==> config.mk <==
export PLATFORM = sky130hd
export DESIGN_NAME = demux1x8_32bits_buf_flat
export DESIGN_NICKNAME = d
export VERILOG_FILES = /design/src/rtl/demux1x8_32bits_buf_if.sv /design/src/rtl/demux1x8_32bits_buf.sv /design/src/flat_wrapper.sv
export SDC_FILE = /design/constraint.sdc
export NUM_CORES = 1
export LEC_CHECK = 0
export ABC_CLOCK_PERIOD_IN_PS = 7500
export CAP_MARGIN = 30
export CORE_MARGIN = 2
export CORE_UTILIZATION = 55
export DETAILED_ROUTE_END_ITERATION = 8
export DONT_BUFFER_PORTS = 1
export PLACE_DENSITY = 0.7
export SETUP_SLACK_MARGIN = 0.05
export SYNTH_ARGS = -nofsm -noshare
export SYNTH_HDL_FRONTEND = slang
export SYNTH_SLANG_ARGS = --single-unit
==> constraint.sdc <==
create_clock -name clk -period 7.5 [get_ports clk]
set_input_delay 1.5 -clock clk [delete_from_list [all_inputs] [get_ports clk]]
set_output_delay 1.5 -clock clk [all_outputs]
set_load 0.005 [all_outputs]
==> src/rtl/demux1x8_32bits_buf_if.sv <==
`default_nettype none
// ============================================================================
//  Module   : demux1x8_32bits_buf_if
//  Brief    : Producer/consumer bundle for the buffered 1-to-8 word demux.
//  Revision : 1.0  initial release
// ============================================================================
interface demux1x8_32bits_buf_if #(
   parameter int WIDTH = 32
);
   logic                 in_valid;
   logic                 in_ready;
   logic [WIDTH-1:0]     in_data;
   logic [2:0]           select;
   logic                 auto_mode;
   logic [7:0]           out_valid;
   logic [7:0]           out_ready;
   logic [8*WIDTH-1:0]   out_data;
   logic [2:0]           ptr;
   logic [15:0]          accept_count;

   modport master (
      output in_valid, in_data, select, auto_mode, out_ready,
      input  in_ready, out_valid, out_data, ptr, accept_count
   );

   modport slave (
      input  in_valid, in_data, select, auto_mode, out_ready,
      output in_ready, out_valid, out_data, ptr, accept_count
   );
endinterface
`default_nettype wire

==> src/rtl/demux1x8_32bits_buf.sv <==
`default_nettype none
// ============================================================================
//  Module   : demux1x8_32bits_buf
//  Brief    : Steers each accepted word into one of eight one-entry channel
//             registers, by explicit select or a round-robin pointer.
//  Revision : 1.0  initial release
// ============================================================================
module demux1x8_32bits_buf #(
   parameter int WIDTH = 32
) (
   input  wire logic             clk,
   input  wire logic             rst_n,
   demux1x8_32bits_buf_if.slave  bus
);
   localparam int c_chans = 8;

   logic [2:0]  w_target;
   logic        w_ready;
   logic        w_acc;
   logic [7:0]  w_valid;
   logic [2:0]  r_ptr;
   logic [15:0] r_count;

   assign w_target = bus.auto_mode ? r_ptr : bus.select;
   // A full target still accepts when its consumer drains it this cycle.
   assign w_ready  = ~w_valid[w_target] | bus.out_ready[w_target];
   assign w_acc    = bus.in_valid & w_ready;

   generate
      for (genvar k = 0; k < c_chans; k++) begin : g_chan
         logic             r_vld;
         logic [WIDTH-1:0] r_data;
         logic             w_load;

         assign w_load = w_acc && (w_target == 3'(k));

         always_ff @(posedge clk) begin
            if (!rst_n) begin
               r_vld  <= 1'b0;
               r_data <= '0;
            end else if (w_load) begin
               r_vld  <= 1'b1;
               r_data <= bus.in_data;
            end else if (r_vld && bus.out_ready[k]) begin
               r_vld  <= 1'b0;
            end
         end

         assign w_valid[k]                     = r_vld;
         assign bus.out_data[WIDTH*k +: WIDTH] = r_data;
      end
   endgenerate

   always_ff @(posedge clk) begin
      if (!rst_n) begin
         r_ptr   <= 3'd0;
         r_count <= 16'd0;
      end else if (w_acc) begin
         r_count <= r_count + 16'd1;
         if (bus.auto_mode) begin
            r_ptr <= r_ptr + 3'd1;
         end
      end
   end

   assign bus.in_ready     = w_ready;
   assign bus.out_valid    = w_valid;
   assign bus.ptr          = r_ptr;
   assign bus.accept_count = r_count;
endmodule
`default_nettype wire

==> src/flat_wrapper.sv <==
// flat-port wrapper written by rule: the top's interface ports become plain ports
module demux1x8_32bits_buf_flat 
#(
   parameter int WIDTH = 32
)
  (clk, rst_n, bus_in_valid, bus_in_data, bus_select, bus_auto_mode, bus_out_ready, bus_in_ready, bus_out_valid, bus_out_data, bus_ptr, bus_accept_count);
  demux1x8_32bits_buf_if #(.WIDTH(WIDTH)) bus_i ();
  input  wire logic clk;
  input  wire logic rst_n;
  input wire logic [$bits(bus_i.in_valid)-1:0] bus_in_valid;
  input wire logic [$bits(bus_i.in_data)-1:0] bus_in_data;
  input wire logic [$bits(bus_i.select)-1:0] bus_select;
  input wire logic [$bits(bus_i.auto_mode)-1:0] bus_auto_mode;
  input wire logic [$bits(bus_i.out_ready)-1:0] bus_out_ready;
  output wire logic [$bits(bus_i.in_ready)-1:0] bus_in_ready;
  output wire logic [$bits(bus_i.out_valid)-1:0] bus_out_valid;
  output wire logic [$bits(bus_i.out_data)-1:0] bus_out_data;
  output wire logic [$bits(bus_i.ptr)-1:0] bus_ptr;
  output wire logic [$bits(bus_i.accept_count)-1:0] bus_accept_count;
  assign bus_i.in_valid = bus_in_valid;
  assign bus_i.in_data = bus_in_data;
  assign bus_i.select = bus_select;
  assign bus_i.auto_mode = bus_auto_mode;
  assign bus_i.out_ready = bus_out_ready;
  assign bus_in_ready = bus_i.in_ready;
  assign bus_out_valid = bus_i.out_valid;
  assign bus_out_data = bus_i.out_data;
  assign bus_ptr = bus_i.ptr;
  assign bus_accept_count = bus_i.accept_count;
  demux1x8_32bits_buf #(.WIDTH(WIDTH)) u_core (.clk(clk), .rst_n(rst_n), .bus(bus_i));
endmodule
# Word level (Yosys, flattened, before mapping)
# Cells that the tools add are included.
[op_classes] addsub=2 mul=0 div=0 n_lt_le_gt_ge=1 eq_ne=7 n_shift=0 mux=21 bitwise_logic=3 reduce_logical=26
[ops] op="$mux W1" count=18
[ops] op="$add A16 B1 Y16 const B" count=1
[ops] op="$logic_and A1 B1 Y1" count=16
[ops] op="$reduce_bool A2 Y1" count=8
[ops] op="$eq A3 B3 Y1 const B" count=4
[ops] op="$bmux W1 S3" count=2
[ops] op="$eq A3 B2 Y1 const B" count=2
[ops] op="$lt A3 B4 Y1 const B" count=1
[ops] op="$add A3 B1 Y3 const B" count=1
[ops] op="$eq A3 B1 Y1 const B" count=1
[ops] op="$logic_not A3 Y1" count=1
[ops] op="$mux W3" count=1
[ops] op="$reduce_and A2 Y1" count=1
[ops] op="$and A1 B1 Y1" count=1
[ops] op="$not A1 Y1" count=1
[ops] op="$or A1 B1 Y1" count=1
[word_totals] register_bits=283 latch_bits=0 ramBits=0 rom_bits=0 out_inout_bits=284 wordCells=78 memories=0

# Longest topological paths before layout
[depth] depth_word=8 ltp_mapped=10 mapped_depth_nobuf=7

# Least setup slack after synthesis
# Ideal clock, no wire load.
[synth_timing] path_kind="input-to-output" from="input bus_auto_mode" to="output bus_in_ready" arrival_time_ns=2.972 required_ns=6.000 slack_ns=3.028 cell_stages=6 path_cell_list="and2b_1 > a21oi_4 > mux4_2 > a22o_1 > inv_1 > buf_2"
[synth_between] elab_chain_len=5
[synth_lines] element="start, declared" line_no="flat_wrapper.sv:13" rtl="input wire logic [$bits(bus_i.auto_mode)-1:0] bus_auto_mode;"
[synth_lines] element="$mux W3 (*)" line_no="demux1x8_32bits_buf.sv:24" rtl="assign w_target = bus.auto_mode ? r_ptr : bus.select;"
[synth_lines] element="$bmux W1 S3" line_no="demux1x8_32bits_buf.sv:26" rtl="assign w_ready = ~w_valid[w_target] | bus.out_ready[w_target];"
[synth_lines] element="$mux W1 (not written as such)" line_no="demux1x8_32bits_buf.sv:26"
[synth_lines] element="$not A1 Y1" line_no="demux1x8_32bits_buf.sv:26"
[synth_lines] element="$or A1 B1 Y1 (*)" line_no="demux1x8_32bits_buf.sv:26"
[synth_lines] element="end, declared" line_no="flat_wrapper.sv:15" rtl="output wire logic [$bits(bus_i.in_ready)-1:0] bus_in_ready;"
# Mark *: on every way between the ends. The rest lies on a longest branch, timed or not. The select of a mux whose other input is x is not followed.

# Final worst setup path
# Ends and elaborated chain as after synthesis.

==> flow_summary.toml <==
[status]
status = "complete, no violations"

[sta]
setup_tns_ps = 0
final_hold_viol_count = 0
timing.hold.ws_ps = 475.2
slew_headroom = 0.5113
period_minus_slack_ps = 4898
rsz0062_at_grt = "no"
fmax_mhz = 204.1
fin_worst_skew_ps = 11.95
setup_viol = 0
setup_ws_ps = 2602
post-route-period-util = 0.6531
worstMarginPinSlew_ps = 732.3
drv_slew = 0

[layout]
syn2layout_area_growth_pct = 8.425
final_core_util = 0.6051
drive_above_1_share = 0.06410
nNetsFinal = 1198
antenna_cells = 0

[clock_network]
cts_root_buf = "clkbuf_16"
path_clk_slew_ps = 60
hold_buffers = 0
clk_latency_ps = 540
postCtsResizedCells = 0
cts-buffers-inserted = 28
numClockSinks = 283
cts.path.max_buffers = 3
post_cts_buffers = 0
cts_tree = "yes"
h-tree-depth = 1

[logic_synthesis]
synth_top_area_frac = 0.5233
synth_common_cells = "311 x nand2_1, 283 x dfxtp_1, 139 x mux2i_1, 134 x nand3_1, 127 x o21ai_0"
netlist_instances = 1216
synth_nets = 1265
avgSynthCellArea_sq_um = 8.903
synth_edf_count = 0
synth_area_leaders = "dfxtp_1 52%, mux2i_1 13%, nand2_1 11%"
yosys_warnings = 0
synth.most_common_cell = "nand2_1"
syn-cell-area_sq_mm = 0.01083
synth_cell_types = 44
yosysTopAreaCell = "dfxtp_1"
yosysSeqAreaShare = 0.5233
ys_async_sr_fraction = 0
ys.flop_type = "dfxtp_1"
ys_seq_elements = 283

[critical_path]
crit_fanout = 21
cp-end-kind = "output port"
worstSetupStartpointType = "input pin"
worstSetupPathType = "input pin to output port"
required_ps = 6000
cp.arrival_ps = 3400

[detailed_routing]
routedWlPerCell_um = 20.27
totalWireLength_um = 29090
vias = 8124
firstDrtPassIters = 5
postRouteAntennaNets = 0
viasPerCell = 5.661
drt_iter0_markers = 526
drc = 0

[floorplan]
top_level_ports = 331
die_w_um = 144.3
die_area_sq_mm = 0.02082
die_h_um = 144.3
fp-row-count = 51
core_area_sq_mm = 0.01940
initial_utilization = 0.5581

[grt]
grt_overflow = 0
grt_util_all_layers = 0.2639
first_global_vias = 7283
grt_pass1_wl_um = 42650
antenna_found_initial = 0
grt_max_degree = 442

[place]
dp_hpwl_um = 19910
io_buffers = 0
pre_cts_ws_ps = 2636
gp_congestion = 0.9264

[min_path]
hp-class = "flip-flop to flip-flop"

[power]
p_leak_uw = 0.004895
ir_worst_vdd_v = 0.0001815
powerDensity_mw_per_mm2 = 259.8

[run]
cap_violations = 0
## power breakdown
group          leakage [uW]  internal [uW]  switching [uW]
registers           0.00229           1540            34.4
logic               0.00216           46.6            67.8
clock network      0.000451            781             581
## cells in the final DEF, fill, tap and decap left out, types with 6 or more instances in the layout
cell type | Yosys | routed
nand2_1 | 311 | 308
dfxtp_1 | 283 | 283
mux2i_1 | 139 | 139
nand3_1 | 134 | 134
o21ai_0 | 127 | 127
clkbuf_16 | 0 | 28
a21oi_1 | 18 | 18
nand2b_1 | 15 | 15
inv_1 | 13 | 13
nor2_1 | 9 | 9
clkinv_2 | 0 | 8
nand4_1 | 7 | 7
a31o_2 | 6 | 6
clkbuf_8 | 0 | 6
## layout make-up
type,count,area (sq um)
Fill cell,1741,7660
Sequential cell,283,5665
Multi-Input combinational cell,815,4683
Clock buffer,39,802.0
Tap cell,265,331.6
Timing Repair Buffer,8,105.1
Clock inverter,12,102.6
Inverter,13,48.80
## worst paths after layout
path / slack, ps / cells after the start / to / startpoint
worst max-delay path: 2600 / 5 / bus_in_ready / bus_auto_mode
worst min-delay path: 480 / 2 / u_core.g_chan[6].r_data[30] / u_core.g_chan[6].r_data[30]
worst max register to register: 4530 / 7 / u_core.bus.accept_count[14] / u_core.bus.ptr[1]
worst min register to register: 480 / 2 / u_core.g_chan[6].r_data[30] / u_core.g_chan[6].r_data[30]
## per-stage QoR
step | cell area [sq um] | std cells | power (uW)
after floorplan | 10830 | 1216 | 1715
final | 11740 | 1435 | 3050
after global routing | 11740 | 1435 | 3146
after CTS | 11740 | 1435 | 3064
after detailed placement | 10830 | 1384 | 1721
after global placement | 10770 | 1381 | 1716
## cells by family after synthesis
family,Yosys count,synth area share
compound gates,171,0.08737
fa+ha+maj,2,0.002311
buf+inv,118,0.04946
flops,283,0.5233
mux,144,0.1368
simple gates,498,0.2007
## routing by layer
metal | wire [um] | vias up | GRT usage
li1 | - | 3964 | -
met1 | 12370 | 3791 | 0.3545
met2 | 12920 | 320 | 0.4051
met3 | 2963 | 49 | 0.08742
met4 | 841 | 0 | 0.08022
met5 | 0 | - | 0
## registers in the layout, indices dropped and copies added (netlist names)
signal and count:
u_core.g_chan.r_data 256, u_core.bus.accept_count 16, u_core.g_chan.r_vld 8, u_core.bus.ptr 3
## worst max-delay path, cell delays in order
cell     delay (ps)
and2b_1         200
a21oi_4         270
mux4_2          580
a22o_1          270
inv_1           560
Power figures use the tool's default switching activity.
